## config.mk

```make
export PLATFORM = sky130hd
export DESIGN_NAME = ni_inject
export DESIGN_NICKNAME = d
export VERILOG_FILES = /design/src/rtl/ni_inject_pkg.sv /design/src/rtl/ni_vcsel.sv /design/src/rtl/ni_inject.sv
export SDC_FILE = /design/constraint.sdc
export NUM_CORES = 1
export LEC_CHECK = 0
export ABC_AREA = 1
export CAP_MARGIN = 40
export CORE_ASPECT_RATIO = 1.1
export CORE_MARGIN = 2
export CORE_UTILIZATION = 30
export CTS_CLUSTER_DIAMETER = 200
export DETAILED_ROUTE_END_ITERATION = 12
export MAX_ROUTING_LAYER = met4
export PLACE_DENSITY_LB_ADDON = 0.25
export SETUP_SLACK_MARGIN = 0.02
export SKIP_CTS_REPAIR_TIMING = 1
export SLEW_MARGIN = 40
export SYNTH_ARGS = -nofsm -noshare
export SYNTH_HDL_FRONTEND = slang
export SYNTH_SLANG_ARGS = --single-unit
```

## constraint.sdc

```tcl
create_clock -name clk -period 2 [get_ports clk]
set_clock_uncertainty 0.1 [all_clocks]
set_input_delay 0.5 -clock clk [delete_from_list [all_inputs] [get_ports clk]]
set_output_delay 0.5 -clock clk [all_outputs]
set_load 0.01 [all_outputs]
```

## src/rtl/ni_inject_pkg.sv

```systemverilog
// Shared definitions for the network-interface packet injector: flit type codes,
// head-flit field positions and the injector state encoding.
package ni_inject_pkg;

    localparam int DATAW  = 32;
    localparam int TYPEW  = 3;
    localparam int ARRAYW = 4;
    localparam int LENW   = 8;
    localparam int VCH    = 2;
    localparam int FLITW  = TYPEW + DATAW;

    localparam logic [TYPEW-1:0] FT_NONE     = 3'd0;
    localparam logic [TYPEW-1:0] FT_HEAD     = 3'd1;
    localparam logic [TYPEW-1:0] FT_BODY     = 3'd2;
    localparam logic [TYPEW-1:0] FT_TAIL     = 3'd3;
    localparam logic [TYPEW-1:0] FT_HEADTAIL = 3'd4;

    // Head flit payload layout
    localparam int DST_LSB = 0;
    localparam int DST_MSB = 7;
    localparam int VCH_POS = 8;
    localparam int SRC_LSB = 9;
    localparam int SRC_MSB = 16;
    localparam int LEN_LSB = 17;
    localparam int LEN_MSB = 24;

    typedef enum logic [1:0] {
        ST_IDLE = 2'd0,
        ST_HEAD = 2'd1,
        ST_PLD  = 2'd2
    } state_e;

    function automatic logic [FLITW-1:0] mk_flit(input logic [TYPEW-1:0] t,
                                                 input logic [DATAW-1:0] d);
        return {t, d};
    endfunction

endpackage

```

## src/rtl/ni_vcsel.sv

```systemverilog
// Round-robin input-VC picker: prefers the VC at the rr pointer, falls back to the
// other VC, and moves the pointer past the chosen VC when a head is issued.
module ni_vcsel
    import ni_inject_pkg::*;
(
    input  logic           clk,
    input  logic           rst_,
    input  logic [VCH-1:0] irdy,
    input  logic           advance,
    output logic           vc,
    output logic           found
);

    logic rr_q;
    logic rr_d;

    always_comb begin
        vc    = rr_q;
        found = 1'b0;
        rr_d  = rr_q;
        if (irdy[rr_q]) begin
            found = 1'b1;
        end else if (irdy[~rr_q]) begin
            vc    = ~rr_q;
            found = 1'b1;
        end
        if (advance && found) begin
            rr_d = vc + 1'b1;
        end
    end

    always_ff @(posedge clk or negedge rst_) begin
        if (!rst_) begin
            rr_q <= 1'b0;
        end else begin
            rr_q <= rr_d;
        end
    end

endmodule

```

## src/rtl/ni_inject.sv

```systemverilog
// Packet injector: segments a descriptor plus payload stream into HEAD/BODY/TAIL
// (or HEADTAIL) flits and drives them onto one router input channel, one VC per packet.
module ni_inject
    import ni_inject_pkg::*;
(
    input  logic                clk,
    input  logic                rst_,
    input  logic [ARRAYW-1:0]   my_xpos,
    input  logic [ARRAYW-1:0]   my_ypos,
    input  logic                pkt_valid,
    output logic                pkt_ready,
    input  logic [2*ARRAYW-1:0] pkt_dst,
    input  logic [LENW-1:0]     pkt_len,
    input  logic                pld_valid,
    input  logic [DATAW-1:0]    pld_data,
    output logic                pld_ready,
    output logic [FLITW-1:0]    odata,
    output logic                ovalid,
    output logic                ovch,
    input  logic [VCH-1:0]      irdy,
    output logic                busy,
    output logic [15:0]         flit_cnt,
    output state_e              dbg_state
);

    state_e                state_q, state_d;
    logic [2*ARRAYW-1:0]   dst_q, dst_d;
    logic [LENW-1:0]       len_q, len_d;
    logic [LENW-1:0]       rem_q, rem_d;
    logic                  vc_q, vc_d;
    logic [FLITW-1:0]      odata_q, odata_d;
    logic                  ovalid_q, ovalid_d;
    logic                  ovch_q, ovch_d;
    logic [15:0]           cnt_q, cnt_d;
    logic                  pkt_ready_q, pkt_ready_d;
    logic [DATAW-1:0]      head_w;
    logic                  sel_vc;
    logic                  sel_found;
    logic                  advance;

    ni_vcsel u_vcsel (
        .clk     (clk),
        .rst_    (rst_),
        .irdy    (irdy),
        .advance (advance),
        .vc      (sel_vc),
        .found   (sel_found)
    );

    always_comb begin
        state_d   = state_q;
        dst_d     = dst_q;
        len_d     = len_q;
        rem_d     = rem_q;
        vc_d      = vc_q;
        odata_d   = '0;
        ovalid_d  = 1'b0;
        ovch_d    = ovch_q;
        cnt_d     = cnt_q;
        pld_ready = 1'b0;
        advance   = 1'b0;

        head_w                   = '0;
        head_w[DST_MSB:DST_LSB]  = dst_q;
        head_w[VCH_POS]          = sel_vc;
        head_w[SRC_MSB:SRC_LSB]  = {my_ypos, my_xpos};
        head_w[LEN_MSB:LEN_LSB]  = len_q;

        case (state_q)
            ST_IDLE: begin
                if (pkt_valid && pkt_ready_q) begin
                    dst_d   = pkt_dst;
                    len_d   = pkt_len;
                    state_d = ST_HEAD;
                end
            end
            ST_HEAD: begin
                if (sel_found) begin
                    advance  = 1'b1;
                    vc_d     = sel_vc;
                    ovalid_d = 1'b1;
                    ovch_d   = sel_vc;
                    rem_d    = len_q;
                    if (len_q == '0) begin
                        odata_d = mk_flit(FT_HEADTAIL, head_w);
                        state_d = ST_IDLE;
                    end else begin
                        odata_d = mk_flit(FT_HEAD, head_w);
                        state_d = ST_PLD;
                    end
                end
            end
            ST_PLD: begin
                // The VC is locked for the packet; the other VC's ready is ignored.
                pld_ready = irdy[vc_q];
                if (pld_valid && irdy[vc_q]) begin
                    ovalid_d = 1'b1;
                    ovch_d   = vc_q;
                    rem_d    = rem_q - LENW'(1);
                    if (rem_q == LENW'(1)) begin
                        odata_d = mk_flit(FT_TAIL, pld_data);
                        state_d = ST_IDLE;
                    end else begin
                        odata_d = mk_flit(FT_BODY, pld_data);
                    end
                end
            end
            default: state_d = ST_IDLE;
        endcase

        if (ovalid_d) begin
            cnt_d = cnt_q + 16'd1;
        end
        pkt_ready_d = (state_d == ST_IDLE);
    end

    always_ff @(posedge clk or negedge rst_) begin
        if (!rst_) begin
            state_q     <= ST_IDLE;
            dst_q       <= '0;
            len_q       <= '0;
            rem_q       <= '0;
            vc_q        <= 1'b0;
            odata_q     <= '0;
            ovalid_q    <= 1'b0;
            ovch_q      <= 1'b0;
            cnt_q       <= '0;
            pkt_ready_q <= 1'b0;
        end else begin
            state_q     <= state_d;
            dst_q       <= dst_d;
            len_q       <= len_d;
            rem_q       <= rem_d;
            vc_q        <= vc_d;
            odata_q     <= odata_d;
            ovalid_q    <= ovalid_d;
            ovch_q      <= ovch_d;
            cnt_q       <= cnt_d;
            pkt_ready_q <= pkt_ready_d;
        end
    end

    assign pkt_ready = pkt_ready_q;
    assign odata     = odata_q;
    assign ovalid    = ovalid_q;
    assign ovch      = ovch_q;
    assign flit_cnt  = cnt_q;
    assign busy      = (state_q != ST_IDLE);
    assign dbg_state = state_q;

endmodule

```

After elaboration in Yosys (flattened, before gate mapping)
Cells that the tools add are included.
W data, S select, Z words.
{ "word_totals": {"ff_bits": 82, "out_inout_bits": 58, "wordCells": 66} }
{ "op_classes": {"add_sub_neg": 3, "n_lt_le_gt_ge": 3, "eq_ne": 5, "muxes": 32, "bitwise_logic": 1, "reduce_logical": 11} }
{ "op_table": {"columns": ["cell", "count"], "rows": [
  ["$mux W35", 2],
  ["$pmux W35 S2", 1],
  ["$mux W34", 1],
  ["$mux W33", 1],
  ["$add A16 B1 Y16 const B", 1],
  ["$mux W1", 16],
  ["$mux W8", 2],
  ["$pmux W8 S2", 1],
  ["$mux W2", 5],
  ["$eq A8 B1 Y1 const B", 1],
  ["$logic_not A8 Y1", 1],
  ["$sub A8 B1 Y8 const B", 1],
  ["$lt A1 B2 Y1 const B", 3],
  ["$pmux W2 S3", 1],
  ["$logic_not A2 Y1", 2],
  ["$ne A2 B2 Y1 const B", 2],
  ["$pmux W1 S2", 2],
  ["$reduce_and A2 Y1", 2],
  ["$reduce_bool A2 Y1", 2],
  ["$logic_and A1 B1 Y1", 3],
  ["$reduce_and A3 Y1", 1],
  ["$eq A2 B1 Y1 const B", 1],
  ["$eq A2 B2 Y1 const B", 1],
  ["$add A1 B1 Y1 const B", 1],
  ["$not A1 Y1", 1]
]} }

Longest topological paths before layout
Gate-level depths: netlist (run 1).
{ "depth": {"ltp_word": 8, "mapped_depth": 12} }

By module
A second synthesis (run 1) with hierarchy kept.
{ "hier_totals": {"cells_unflattened": 409, "hier_area_um2": 3727.3} }
{ "modules_own_cells": {"columns": ["mod", "n_inst", "cells_per_inst", "area_each_um2"], "rows": [
  ["ni_inject", 1, 398, 3661.0],
  ["ni_vcsel", 1, 11, 66.3]
]} }

Worst setup path after synthesis (run 1)
No wires, ideal clock.
{ "synth_path": {"kind": "register -> register", "start": "register state_q[0], in the netlist dbg_state[0]", "end": "register cnt_q[0], in the netlist flit_cnt[0]", "setup_time_ps": 128, "arrival_ps": 1502, "required_time_ps": 1772, "path_slack_ps": 270, "stages_incl_launch_ff": 10, "n_path_buf": 2, "cell_sequence": "dfrtp_1 > inv_1 > ha_1 > inv_2 > nor2_4 > nand2_2 > buf_6 > nand2_8 > buf_12 > xor2_2"} }
{ "synth_between": {"elab_chain_len": 2, "word_cells_on_any_way": 3, "cone_classes": "eq/ne (2); mux (1)"} }
{ "synth_lines": {"columns": ["element", "line", "rtl"], "rows": [
  ["from (decl)", "ni_inject.sv:26", "state_e state_q, state_d;"],
  ["from (signal assigned)", "ni_inject.sv:130", "state_q <= state_d;"],
  ["$eq A2 B2 Y1 or $eq A2 B1 Y1 (tied branches)", "ni_inject.sv:69", "case (state_q)"],
  ["$pmux W1 S2 *", "ni_inject.sv:69", null],
  ["named net ovalid_d", "ni_inject.sv:32", "logic ovalid_q, ovalid_d;"],
  ["to (signal assigned)", "ni_inject.sv:138", "cnt_q <= cnt_d;"],
  ["to (decl)", "ni_inject.sv:34", "logic [15:0] cnt_q, cnt_d;"]
]} }
Mark *: on every way through the listed nets, which the timed path passes. The rest lies on a longest branch.
A chain may end at the register's enable or synchronous reset.

Worst setup path in the final report (run 1)
{ "layout_path": {"start": "register cnt_q[4], in the netlist flit_cnt[4]", "end": "output port flit_cnt[4]"} }
{ "layout_lines": {"columns": ["element", "line", "rtl"], "rows": [
  ["to (decl)", "ni_inject.sv:22", "output logic [15:0] flit_cnt,"]
]} }
No word-level cell between the ends.

==> results.sh, run 1 <==
export IMPL_grt_overflow=0
export IMPL_die_x_um=109.9
export IMPL_synth_warnings=0
export IMPL_drc=0
export IMPL_cts_buffers=9
export IMPL_cts_tree="yes"
export IMPL_cp_max_fo=5
export IMPL_grt_usage_pct=15.12
export IMPL_synth_most_common_cell="nand2_1"
export IMPL_hold_viol_final=0
export IMPL_fmax_mhz=517.5
export IMPL_period_needed_ns=1.932
export IMPL_hpwl_um=7196
export IMPL_seqCellArea_um2=2053
export IMPL_max_slew_margin_rel_pct=75.89
export IMPL_cp_required_ns=1.40
export IMPL_cts_root_buf="clkbuf_16"
export IMPL_period_share_pct=96.61
export IMPL_diodes=0
export IMPL_area_delta_synth_final_pct=50.80
export IMPL_rsz0062_at_grt="no"
export IMPL_syn_inst=410
export IMPL_synth_commonest_cells="115 x nand2_1, 82 x dfrtp_1, 55 x inv_1, 37 x o21ai_0, 27 x nor2_1"
export IMPL_drt_wirelength_per_cell_um=13.34
export IMPL_place_ws_ns=-0.4223
export IMPL_antenna_found_initial=0
export IMPL_clkSlewWorstSetupHoldPaths_ns=0.06
export IMPL_grt_pass1_wl_um=14820
export IMPL_maxCapViolCount=0
export IMPL_io_pins=120
export IMPL_setup_worst_path_start_class="flip-flop"
export IMPL_crit_path_end_kind="primary output"
export IMPL_port_buffers=119
export IMPL_ys_ff_latch=82
export IMPL_ys_seq_area_share_pct=55.50
export IMPL_multiInputGateArea_um2=1361
export IMPL_cts_path_max_buffers=2
export IMPL_grt_pass1_vias=3027
export IMPL_yosysTopAreaCellShare_pct=55.50
export IMPL_synth_nets=479
export IMPL_syn_area_um2=3697
export IMPL_postRouteAntennaNets=0
export IMPL_async_reset_ff_share_pct=100.0
export IMPL_place_area_um2=5229
export IMPL_num_vias=3145
export IMPL_cp_top_family="buffers and inverters"
export IMPL_cp_cell_sequence="clkdlybuf4s50_1"
export IMPL_clk_latency_ns=0.33
export IMPL_power_total_mw=6.334
export IMPL_p_leak_nw=2.696
export IMPL_avgSynthCellArea_um2=9.018
export IMPL_first_iter_violations=102
export IMPL_setup_slack_ns=0.06777
export IMPL_pwr_density_cell_nw_per_um2=1136
export IMPL_cpPeakStageDelay_ns=0.57
export IMPL_coreArea_um2=12030
export IMPL_tightest_slew_ns=0.3579
export IMPL_slowest_stage="clkdlybuf4s50_1"
export IMPL_start_util_pct=30.72
export IMPL_ys_types=29
export IMPL_slew_viol_final=0
export IMPL_yosysTopAreaCell="dfrtp_1"
export IMPL_setup_viol=0
export IMPL_synthFlopType="dfrtp_1"
export IMPL_finalWeightedCongestion=0.8484
export IMPL_hold_class="flip-flop to flip-flop"
export IMPL_first_pass_iters=4
export IMPL_crit_type="flip-flop to primary output"
export IMPL_grt_max_degree=45
export IMPL_htreeDepth=3
export IMPL_die_h_um=120.4
export IMPL_vias_per_cell=4.374
export IMPL_fp_row_count=42
export IMPL_final_nets=629
export IMPL_synthTopCellsByArea="dfrtp_1 55%, nand2_1 12%, inv_1 5.6%"
export IMPL_num_fill_cells=1166
export IMPL_dieArea_um2=13230
export IMPL_cts_sinks=82
export IMPL_drive_gt1_share_pct=11.15
export IMPL_cp_arrival_ns=1.33
export IMPL_routed_wl_um=9594
export IMPL_outcome="complete, no violations"
export IMPL_ir_drop_v=0.0004064
export IMPL_synth_edf_count=0
export IMPL_post_route_cell_area_um2=5575
export IMPL_path_buf_inv=1
-- routing by layer --
| metal | routed length [um] | up-vias | GRT usage, % | part of all wire, % |
|---|---|---|---|---|
| li1 | - | 1600 | - | - |
| met1 | 4457 | 1447 | 20.09 | 46 |
| met2 | 4415 | 86 | 22.47 | 46 |
| met3 | 541 | 12 | 2.480 | 5.6 |
| met4 | 180 | 0 | 7.120 | 1.9 |
| met5 | 0 | - | - | 0 |
-- worst min-delay path, stage by stage (launching register included) --
cell and delay [ns]:
dfrtp_1 0.34, nand2_1 0.06, nand2_1 0.05
-- layout by cell type, fill, tap and decap left out, types with 3 or more instances in the layout --
master	netlist	layout
xnor2_1	4	4
inv_1	55	54
nand2_1	115	115
clkbuf_16	0	10
a22o_1	16	16
clkinv_2	0	5
nand3_1	12	12
clkdlybuf4s50_1	0	112
nor3_1	7	7
a21oi_1	7	7
ha_1	7	7
buf_12	1	3
dfrtp_1	82	81
dlymetal6s2s_1	0	5
o21ai_0	37	37
nand2_2	4	3
o21ai_1	3	3
nor2_1	27	27
nand4_1	5	5
buf_4	3	26
xor2_1	8	8
-- final timing paths --
path / from / end / slack [ns] / cells past startpoint
setup / recovery: flit_cnt[4] / flit_cnt[4] / 0.07 / 1
hold reg to reg: dst_q[0] / dst_q[0] / 0.38 / 2
setup reg to reg: dbg_state[0] / odata[16] / 0.19 / 9
min in group asynchronous: rst_ / odata[29] / 0.50 / 2
hold / removal: dst_q[0] / dst_q[0] / 0.38 / 2
max in group asynchronous: rst_ / dst_q[0] / 0.75 / 3
-- layout make-up --
| class | instances | area share [%] |
|---|---|---|
| tap | 154 | 3.456 |
| timing repair buffer | 149 | 26.53 |
| inverter | 57 | 3.905 |
| clock inverter | 6 | 0.5835 |
| clock buffer | 10 | 4.286 |
| sequential | 82 | 36.83 |
| multi-input combinational | 261 | 24.42 |
-- where the power goes --
| group | internal (mW) | total (mW) | leakage [nW] | switching [mW] |
|---|---|---|---|---|
| Combinational | 1.13 | 2.44 | 1.49 | 1.31 |
| Sequential | 2.12 | 2.39 | 1.07 | 0.276 |
| Clock | 0.862 | 1.50 | 0.138 | 0.637 |
-- sequential cells by signal, indices dropped and copies added, names as in the netlist --
name	cells
ovalid	1
dbg_state	2
odata	35
rem_q	8
ovch	1
len_q	8
u_vcsel.rr_q	1
vc_q	1
flit_cnt	16
pkt_ready	1
dst_q	8
-- stage by stage --
stage,cells,setup TNS (ns),utilization (%),hold slack (ns)
6_report,719,0,46.33,0.3751
5_1_grt,719,0,46.33,0.3990
4_1_cts,714,-0.6957,45.71,-0.04763
3_5_place_dp,698,-11.77,43.45,0.3134
3_3_place_gp,698,-9.731,43.45,0.3124
2_1_floorplan,410,0,-,0.1044
-- cell families after synthesis --
| kind of cell | count (synthesis) | share of synthesized area (%) |
|---|---|---|
| fa+ha+maj | 7 | 2.369 |
| flops | 82 | 55.50 |
| compound gates | 66 | 11.03 |
| xor+xnor | 13 | 3.283 |
| buf+inv | 67 | 7.817 |
| simple gates | 175 | 20.00 |
Note: power is estimated with default switching activity, not from simulation.
==> run 2: changes to the inputs <==
Settings changed: MAX_ROUTING_LAYER met4 to not set.
==> run 2 against run 1 <==
Compared with the run above: sequential share of layout area unchanged; flip-flop and latch count did not move; global-route usage fell by 0.41 points; final cell count unchanged; register-to-register slack about the same; worst setup slack got worse by 0.0063 ns; combinational power hardly changed; critical path type unchanged; critical endpoint unchanged; largest power group unchanged.
==> results.sh, run 2 (synthesis gave the netlist of run 1 again) <==
export IMPL_clkSlewWorstSetupHoldPaths_ns=0.06
export IMPL_fmax_mhz=515.9
export IMPL_tightest_slew_ns=0.3579
export IMPL_rsz0062_at_grt="no"
export IMPL_coreArea_um2=12030
export IMPL_holdWs_ns=0.3782
export IMPL_cts_tree="yes"
export IMPL_slew_viol_final=0
export IMPL_period_share_pct=96.93
export IMPL_num_vias=3150
export IMPL_grt_max_degree=45
export IMPL_port_buffers=119
export IMPL_final_nets=629
export IMPL_hpwl_um=7196
export IMPL_diodes=0
export IMPL_maxCapViolCount=0
export IMPL_grt_pass1_wl_um=14840
export IMPL_post_route_util_pct=46.33
export IMPL_path_buf_inv=1
export IMPL_grt_usage_pct=14.71
export IMPL_setup_viol=0
export IMPL_routed_wl_um=9569
export IMPL_crit_path_end_kind="primary output"
export IMPL_first_iter_violations=85
export IMPL_vias_per_cell=4.381
export IMPL_antenna_found_initial=0
export IMPL_ir_drop_v=0.0004065
export IMPL_drc=0
export IMPL_hold_viol_final=0
export IMPL_fp_row_count=42
export IMPL_place_ws_ns=-0.4223
export IMPL_io_pins=120
export IMPL_clk_latency_ns=0.33
export IMPL_die_h_um=120.4
export IMPL_cts_root_buf="clkbuf_16"
export IMPL_first_pass_iters=4
export IMPL_drive_gt1_share_pct=11.15
export IMPL_dieArea_um2=13230
export IMPL_htreeDepth=3
export IMPL_cts_sinks=82
export IMPL_crit_type="flip-flop to primary output"
export IMPL_area_delta_synth_final_pct=50.80
export IMPL_start_util_pct=30.72
export IMPL_cp_cell_sequence="clkdlybuf4s50_1"
export IMPL_final_cell_mix="115 x nand2_1, 112 x clkdlybuf4s50_1, 81 x dfrtp_1"
export IMPL_power_total_mw=6.335
export IMPL_largest_reg_flops=35
export IMPL_setup_slack_ns=0.06147
export IMPL_hold_class="flip-flop to flip-flop"
export IMPL_cts_path_max_buffers=2
export IMPL_grt_overflow=0
export IMPL_slowest_stage="clkdlybuf4s50_1"
export IMPL_pwr_density_cell_nw_per_um2=1136
export IMPL_cpPeakStageDelay_ns=0.58
export IMPL_postRouteAntennaNets=0
export IMPL_cp_required_ns=1.40
export IMPL_drt_wirelength_per_cell_um=13.31
export IMPL_finalWeightedCongestion=0.8355
export IMPL_cp_max_fo=5
export IMPL_p_leak_nw=2.696
export IMPL_setup_worst_path_start_class="flip-flop"
export IMPL_cp_arrival_ns=1.34
export IMPL_cp_top_family="buffers and inverters"
export IMPL_layout_commonest_cell="nand2_1"
export IMPL_period_needed_ns=1.939
export IMPL_die_x_um=109.9
export IMPL_grt_pass1_vias=3031
export IMPL_cts_buffers=9
export IMPL_outcome="complete, no violations"
export IMPL_max_slew_margin_rel_pct=75.89
run 2: cell counts in the layout (fill, tap and decap cells not counted):
Identical to the previous run, type by type.
run 2: metal layers:
layer / track usage, % / vias to the layer above / routed length [um]
li1: - / 1599 / -
met1: 20.06 / 1457 / 4393
met2: 22.43 / 83 / 4452
met3: 2.588 / 11 / 538
met4: 7.120 / 0 / 184
met5: 0 / - / 0
run 2: where the power goes:
group | internal (mW) | total [mW] | switching [mW] | leakage (nW)
registers | 2.12 | 2.39 | 0.275 | 1.07
logic | 1.13 | 2.44 | 1.31 | 1.49
clock network | 0.862 | 1.50 | 0.639 | 0.138
run 2: worst paths after layout:
check | startpoint | to | slack, ns | cells past startpoint
max reg2reg | dbg_state[0] | odata[16] | 0.19 | 9
max in group asynchronous | rst_ | dst_q[0] | 0.75 | 3
min | dst_q[0] | dst_q[0] | 0.38 | 2
min reg2reg | dst_q[0] | dst_q[0] | 0.38 | 2
max | flit_cnt[4] | flit_cnt[4] | 0.06 | 1
min in group asynchronous | rst_ | odata[29] | 0.50 | 2
run 2: per-stage QoR:
step	TNS, ns	std cells	area (um2)
after floorplan	0	410	3697
after global placement	-9.731	698	5229
after detailed placement	-11.77	698	5229
after CTS	-0.6957	714	5500
after global routing	0	719	5575
final	0	719	5575
run 2: area by class of cell:
class                           count  area, um2
Clock buffer                       10      239.0
Clock inverter                      6      32.53
Fill cell                        1166       6459
Inverter                           57      217.7
Multi-Input combinational cell    261       1361
Sequential cell                    82       2053
Tap cell                          154      192.7
Timing Repair Buffer              149       1479
